### src/rtl/rr_req_arbiter_8.sv
// Round-robin arbiter for 8 request lines. It feeds the 8-to-3 encoder with a
// registered grant that is either zero or one-hot, plus a matching enable.
// Each grant is held until the owner sends done, the owner drops its request,
// or the hold timeout expires. A one-cycle gap with grant=0 always follows a release.
module rr_req_arbiter_8 #(
    parameter int unsigned MAX_HOLD = 16,
    parameter int unsigned CNT_W    = 5
) (
    input  logic       clk,
    input  logic       rst,
    input  logic       en,
    input  logic [7:0] req,
    input  logic       done,
    output logic [7:0] grant,
    output logic       grant_en,
    output logic       timeout,
    output logic [2:0] ptr
);

    typedef enum logic [1:0] {StIdle, StGrant, StGap} state_e;

    // Last counter value before a forced release. It is unused when MAX_HOLD is 0.
    localparam logic [CNT_W-1:0] HoldLast = CNT_W'((MAX_HOLD == 0) ? 0 : MAX_HOLD - 1);
    localparam logic             HoldOn   = (MAX_HOLD != 0);

    state_e           state_q;
    logic [7:0]       grant_q;
    logic             grant_en_q;
    logic             timeout_q;
    logic [2:0]       ptr_q;
    logic [2:0]       owner_q;
    logic [CNT_W-1:0] cnt_q;

    logic       win_valid;
    logic [2:0] win_idx;
    logic       rel_done;
    logic       rel_drop;
    logic       rel_hold;
    logic       release_now;

    // Find the first set request, scanning upward from ptr and wrapping from 7 to 0.
    // The loop runs from the highest offset down, so the lowest offset is written last and wins.
    always_comb begin
        win_valid = 1'b0;
        win_idx   = ptr_q;
        for (int i = 7; i >= 0; i--) begin
            if (req[ptr_q + 3'(i)]) begin
                win_valid = 1'b1;
                win_idx   = ptr_q + 3'(i);
            end
        end
    end

    // Release conditions for the current owner, evaluated on every edge in GRANT.
    always_comb begin
        rel_done    = done;
        rel_drop    = ~req[owner_q];
        rel_hold    = HoldOn && (cnt_q == HoldLast);
        release_now = rel_done | rel_drop | rel_hold;
    end

    // Single-process FSM with registered outputs.
    always_ff @(posedge clk or posedge rst) begin
        if (rst) begin
            state_q    <= StIdle;
            grant_q    <= 8'h00;
            grant_en_q <= 1'b0;
            timeout_q  <= 1'b0;
            ptr_q      <= 3'd0;
            owner_q    <= 3'd0;
            cnt_q      <= '0;
        end else begin
            timeout_q <= 1'b0;
            unique case (state_q)
                StIdle: begin
                    if (en && win_valid) begin
                        grant_q    <= 8'b1 << win_idx;
                        grant_en_q <= 1'b1;
                        owner_q    <= win_idx;
                        cnt_q      <= '0;
                        state_q    <= StGrant;
                    end
                end
                StGrant: begin
                    if (release_now) begin
                        grant_q    <= 8'h00;
                        grant_en_q <= 1'b0;
                        ptr_q      <= owner_q + 3'd1;
                        // A done or a request drop in the same cycle takes priority over the timeout.
                        timeout_q  <= rel_hold & ~rel_done & ~rel_drop;
                        state_q    <= StGap;
                    end else begin
                        cnt_q <= cnt_q + CNT_W'(1);
                    end
                end
                StGap: begin
                    state_q <= StIdle;
                end
                default: begin
                    state_q <= StIdle;
                end
            endcase
        end
    end

    assign grant    = grant_q;
    assign grant_en = grant_en_q;
    assign timeout  = timeout_q;
    assign ptr      = ptr_q;

endmodule

### config.mk
export PLATFORM = sky130hd
export DESIGN_NAME = rr_req_arbiter_8
export DESIGN_NICKNAME = d
export VERILOG_FILES = /design/src/rtl/rr_req_arbiter_8.sv
export SDC_FILE = /design/constraint.sdc
export NUM_CORES = 1
export LEC_CHECK = 0
export BUFFER_PORTS_ARGS = -buffer_cell sky130_fd_sc_hd__buf_2
export CORE_ASPECT_RATIO = 0.8
export CORE_MARGIN = 2
export CORE_UTILIZATION = 25
export DETAILED_ROUTE_END_ITERATION = 10
export GPL_TIMING_DRIVEN = 0
export HOLD_SLACK_MARGIN = 0.15
export PLACE_DENSITY = 0.52
export REMOVE_ABC_BUFFERS = 1
export SYNTH_ARGS = -nofsm -noshare
export SYNTH_HDL_FRONTEND = slang
export SYNTH_SLANG_ARGS = --single-unit
### constraint.sdc
create_clock -name clk -period 3.33 [get_ports clk]
set_input_delay 0.1665 -clock clk [delete_from_list [all_inputs] [get_ports clk]]
set_output_delay 0.1665 -clock clk [all_outputs]
set_load 0.02 [all_outputs]
---- Word-level counts from Yosys, hierarchy flattened ----
Index checks and enable logic that the tools add are counted.
storage, ports and cells
  bits in registers ....................... 23
  input bits .............................. 12
  output and inout port bits .............. 13
  logic and storage cells ................. 93
operators by class
  add/subtract/negate cells ............... 9
  $lt $le $gt $ge ......................... 9
  equality and inequality tests ........... 5
  shifts and indexed selects .............. 1
  multiplexer cells ....................... 48
  bitwise logic cells ..................... 6
  reductions and logical operators ........ 8
operators by type and width
  kind                 count
  $lt 3x4->1 const B   9
  $bmux 1 s3           9
  $mux 3               8
  $mux 1               21
  $mux 8               2
  $pmux 8 s2           1
  $add 3x3->3 const B  4
  $mux 5               2
  $pmux 5 s2           1
  $shl 1x3->8 const A  1
  $add 3x1->3 const B  2
  $add 3x2->3 const B  2
  $ne 2x2->1 const B   3
  $reduce_and 2->1     3
  $reduce_and 3->1     2
  $add 5x1->5 const B  1
  $eq 5x4->1 const B   1
  $mux 2               2
  $pmux 2 s2           1
  $and 1x1->1          2
  $eq 2x1->1 const B   1
  $logic_not 2->1      1
  $not 1->1            2
  $or 1x1->1           2
  3 further kinds      3

---- Depth between registers and ports, before layout ----
  depth in word-level cells ............... 14
  gate-level depth with buffers ........... 13
  mapped depth without buffers ............ 9

---- Worst setup path after synthesis ----
OpenSTA, ideal clock, no wires.
  path type ............................... flip-flop to flip-flop
  start ................................... register ptr_q[1], in the netlist ptr[1]
  end ..................................... register grant_q[4], in the netlist grant[4]
  setup time .............................. 122 ps
  arrival time ............................ 3444 ps
  required time ........................... 3208 ps
  setup slack ............................. -236 ps
  cell stages (with the launch flop) ...... 13
  path buffers ............................ 3
  period minus slack after synthesis ...... 3566 ps
  path through ............................ dfrtp_1 -> buf_2 -> buf_4 -> inv_1 -> ha_1 -> buf_2 -> mux2_2 -> mux4_2 -> o31ai_1 -> nor3_1 -> or3_4 -> o31a_1 -> a32o_1
on the way
  cells in the longest elaborated chain, start to end .. 14
RTL lines
  what                                                     RTL line  RTL
  start: declaration                                       30        logic [2:0] ptr_q;
  start signal: assignment                                 88        ptr_q <= owner_q + 3'd1;
  $add 3x3->3                                              47, 49
  $bmux 1 s3                                               47        if (req[ptr_q + 3'(i)]) begin
  $mux 1 (implied by the code)                             47
  $mux 3 / $mux 1 (equally long branches) (8 in series)    47
  $shl 1x3->8 / $logic_and 1x1->1 (equally long branches)  77, 76
  $mux 8 / $ne 2x2->1 (equally long branches)              -
  $pmux 8 s2 / $reduce_and 3->1 (equally long branches)    -
  end signal: assignment                                   77        grant_q <= 8'b1 << win_idx;
  end: declaration                                         27        logic [7:0] grant_q;
Several ways; a longest one is shown, not always the timed one. The select of a mux whose other input is x is not followed.
A chain may end at the register's enable or synchronous reset.

---- Final worst setup path ----
  start ................................... register ptr_q[0], in the netlist ptr[0]
  end ..................................... register grant_q[3], in the netlist grant[3]
The elaborated chain is that of the path after synthesis.

==> impl_metrics.env <==
export IMPL_p_comb_share_pct=74.4
export IMPL_synth_area_leaders="dfrtp_1 (25%), mux4_2 (14%), mux2_2 (8.9%)"
export IMPL_die_w_um=110.8
export IMPL_crit_family="compound AO/OA/AOI/OAI gates"
export IMPL_setup_viol=0
export IMPL_grt_pass1_wl_mm=10.01
export IMPL_drive_gt1_share_pct=32.41
export IMPL_die_height_um=89.41
export IMPL_dp_hpwl_mm=4.054
export IMPL_htree_levels=1
export IMPL_power_frac_seq_pct=16.7
export IMPL_cp_cell_sequence="inv_1, ha_4, xnor2_1, mux2_2, a2111oi_0, a22o_1, or3_4, o31a_1, o21ai_0"
export IMPL_startpoint="ptr[0]"
export IMPL_rsz0062_at_grt="false"
export IMPL_crit_slowest_cell="a2111oi_0"
export IMPL_r2r_end="grant[3]"
export IMPL_cp_endpoint="grant[3]"
export IMPL_dp_cells=356
export IMPL_p_leak_nw=1.073
export IMPL_max_slew_margin_pct=43.03
export IMPL_ys_warn_count=0
export IMPL_synth_edf_count=0
export IMPL_cap_violations=0
export IMPL_start_util_pct=25.44
export IMPL_synth_common_cells="nand2_1 (26), dfrtp_1 (23), mux2_2 (18)"
export IMPL_startpoint_type="flop"
export IMPL_slowest_delay_ps=740
export IMPL_slew_viol_final=0
export IMPL_syn_to_final_growth_pct=15.37
export IMPL_crit_buf_inv=1
export IMPL_dpl_cell_area_um2=2439
export IMPL_fin_util_pct=29.35
export IMPL_mappedNetlistArea_um2=2280
export IMPL_grt_pass1_vias=1865
export IMPL_crit_path_end_kind="flop"
export IMPL_cts_buffer_depth=2
export IMPL_cts_sinks=23
export IMPL_sw_frac_of_total_pct=48.41
export IMPL_min_path_type="in2reg"
export IMPL_synth_top_cell_by_area="dfrtp_1"
export IMPL_synth_async_reset_ratio_pct=100.0
export IMPL_power_total_mw=2.917
export IMPL_avgSynthCellArea_um2=9.579
export IMPL_worst_pin_slew_ps=853.6
export IMPL_internal_power_mw=1.505
export IMPL_setup_slack_ps=80.64
export IMPL_grt_max_degree=29
export IMPL_arrival_ps=3380
export IMPL_power_net_switching_mw=1.412
export IMPL_status="complete, no violations"
export IMPL_crit_fanout=7
export IMPL_worstSetupPathType="reg2reg"
export IMPL_synthCells=238
export IMPL_track_usage_pct=12.46
export IMPL_coreArea_um2=8960
export IMPL_antenna_found_initial=0
export IMPL_r2r_cells=9
export IMPL_vias=1951
export IMPL_crit_cells=9
export IMPL_drc=0
export IMPL_gp_congestion=0.7648
export IMPL_synth_distinct_cells=57
export IMPL_boundaryPins=25
export IMPL_die_area_um2=9904
export IMPL_timing_final_crit_share_pct=97.58
export IMPL_finClkSkew_ps=2.376
export IMPL_synth_seq_cells=23
export IMPL_synth_ff_type="dfrtp_1"
export IMPL_wl_mm=6.116
export IMPL_required_ps=3460
export IMPL_whs_ps=239.7
export IMPL_clkLatencyLatePin_ps=260
export IMPL_pre_cts_slack_ps=-1502
export IMPL_drt_iter0_drc=147
export IMPL_fin_cells=368
export IMPL_synth_top_cell_area_share_pct=25.25
export IMPL_numCtsBuffers=3
export IMPL_finalInstanceArea_um2=2630
export IMPL_yosysMostFrequentCell="nand2_1"
export IMPL_port_buffers=24
export IMPL_clockPowerShare_pct=8.9
export IMPL_firstDrtPassIters=4
export IMPL_avgViaCountPerCell=5.302
export IMPL_cts_tree="yes"
export IMPL_worstReg2RegStart="ptr[0]"
export IMPL_hold_violations=0
export IMPL_rows=31
export IMPL_nNetsFinal=271
export IMPL_clkTransAtPathRegs_ps=60
export IMPL_ir_drop_mv=0.2914
export IMPL_cts_root_buf="clkbuf_16"
export IMPL_powerDensity_nw_per_um2=1109
export IMPL_fin_crit_ps=3249
export IMPL_ys_seq_area_share_pct=25.25
export IMPL_fmax_ghz=0.3078
export IMPL_antenna_left=0
export IMPL_grt_overflow=0
export IMPL_insertedDiodeCount=0
export IMPL_wl_per_cell_um=16.62
export IMPL_ff2ff_setup_slack_ps=80
export IMPL_tns_ps=0
==> area by class of cell <==
| cell class | count | area (um2) |
|---|---|---|
| Fill cell | 932 | 6330 |
| Multi-Input combinational cell | 184 | 1595 |
| Sequential cell | 23 | 584.3 |
| Timing Repair Buffer | 32 | 188.9 |
| Tap cell | 115 | 143.9 |
| Clock buffer | 3 | 75.07 |
| Inverter | 10 | 37.54 |
| Clock inverter | 1 | 5.005 |
==> cell families after synthesis <==
family / share of synthesized area, %
flops: 25.25
mux: 27.11
buf+inv: 6.257
fa+ha+maj: 2.744
xor+xnor: 2.689
compound gates: 19.32
simple gates: 16.63
==> layer usage <==
metal / GRT usage [%] / wire length, um
met2: 21.31 / 2891
met3: 1.898 / 266
met5: 0 / 0
met4: 2.045 / 36
met1: 17.21 / 2923
==> how the worst min path moves through the flow <==
stage | start | to | slack, ps | cells past startpoint
floorplan | rst | cnt_q[0] | 170 | 1
global placement | done | timeout | 350 | 2
detailed placement | done | timeout | 350 | 2
CTS | en | grant_en | 230 | 3
global route | en | grant_en | 250 | 3
finish | en | grant_en | 240 | 3
==> worst register-to-register path, delay by kind of cell (launching register included) <==
family / cells / cell delay [ps]
AO/OA/AOI/OAI: 4 / 1370
flip-flops: 1 / 500
multiplexers: 1 / 420
buffers and inverters: 1 / 250
adder cells (fa/ha/maj): 1 / 250
XOR/XNOR: 1 / 220
AND/OR/NAND/NOR: 1 / 120
==> power groups by stage <==
stage          combinational [mW]  clock, mW  sequential, mW
3_5_place_dp                 1.89          0           0.586
5_1_grt                      2.36      0.280           0.500
2_1_floorplan                1.46          0           0.575
3_3_place_gp                 1.89          0           0.586
4_1_cts                      2.10      0.266           0.510
6_report                     2.17      0.261           0.486
==> registers in the layout, indices dropped and copies added, names as in the netlist <==
register,flops
cnt_q,5
ptr,3
timeout,1
grant_en,1
state_q,2
owner_q,3
grant,8
==> timing repair <==
action                     in CTS  in global routing
hold endpoints to repair       24                  0
cloned                          0                  0
setup endpoints to repair      18                  9
setup buffers                   5                  1
resized for setup               6                  6
pin swaps                       1                  0
hold buffers                    2                  0
==> cells in the final DEF, fill, tap and decap left out, types with 2 or more instances in the layout <==
master         Yosys  routed
mux2i_1           10      10
o211ai_1           2       2
a21oi_1            5       5
a32o_1             4       4
nor3_2             0       2
xor2_1             4       4
nor2_1            11      11
or3_1              3       3
nor2b_1            5       5
buf_4              1       5
a211oi_2           1       3
nand2_1           26      26
ha_1               5       4
o32a_1             2       2
and2_1             2       2
buf_2              6      24
dfrtp_1           23      20
a22oi_1            2       2
a2111oi_0          3       2
clkbuf_16          0       3
and3_1             3       3
inv_1             10      10
xnor2_1            3       3
a21o_1             2       2
o21ai_0           12      12
dfrtp_4            0       2
nor4_1             3       3
nand2b_1           4       4
mux2_2            18      18
nor3_1             9       7
dlygate4sd3_1      0       2
mux4_2            14      14
o31ai_1            4       4
Power figures use the tool's default switching activity.
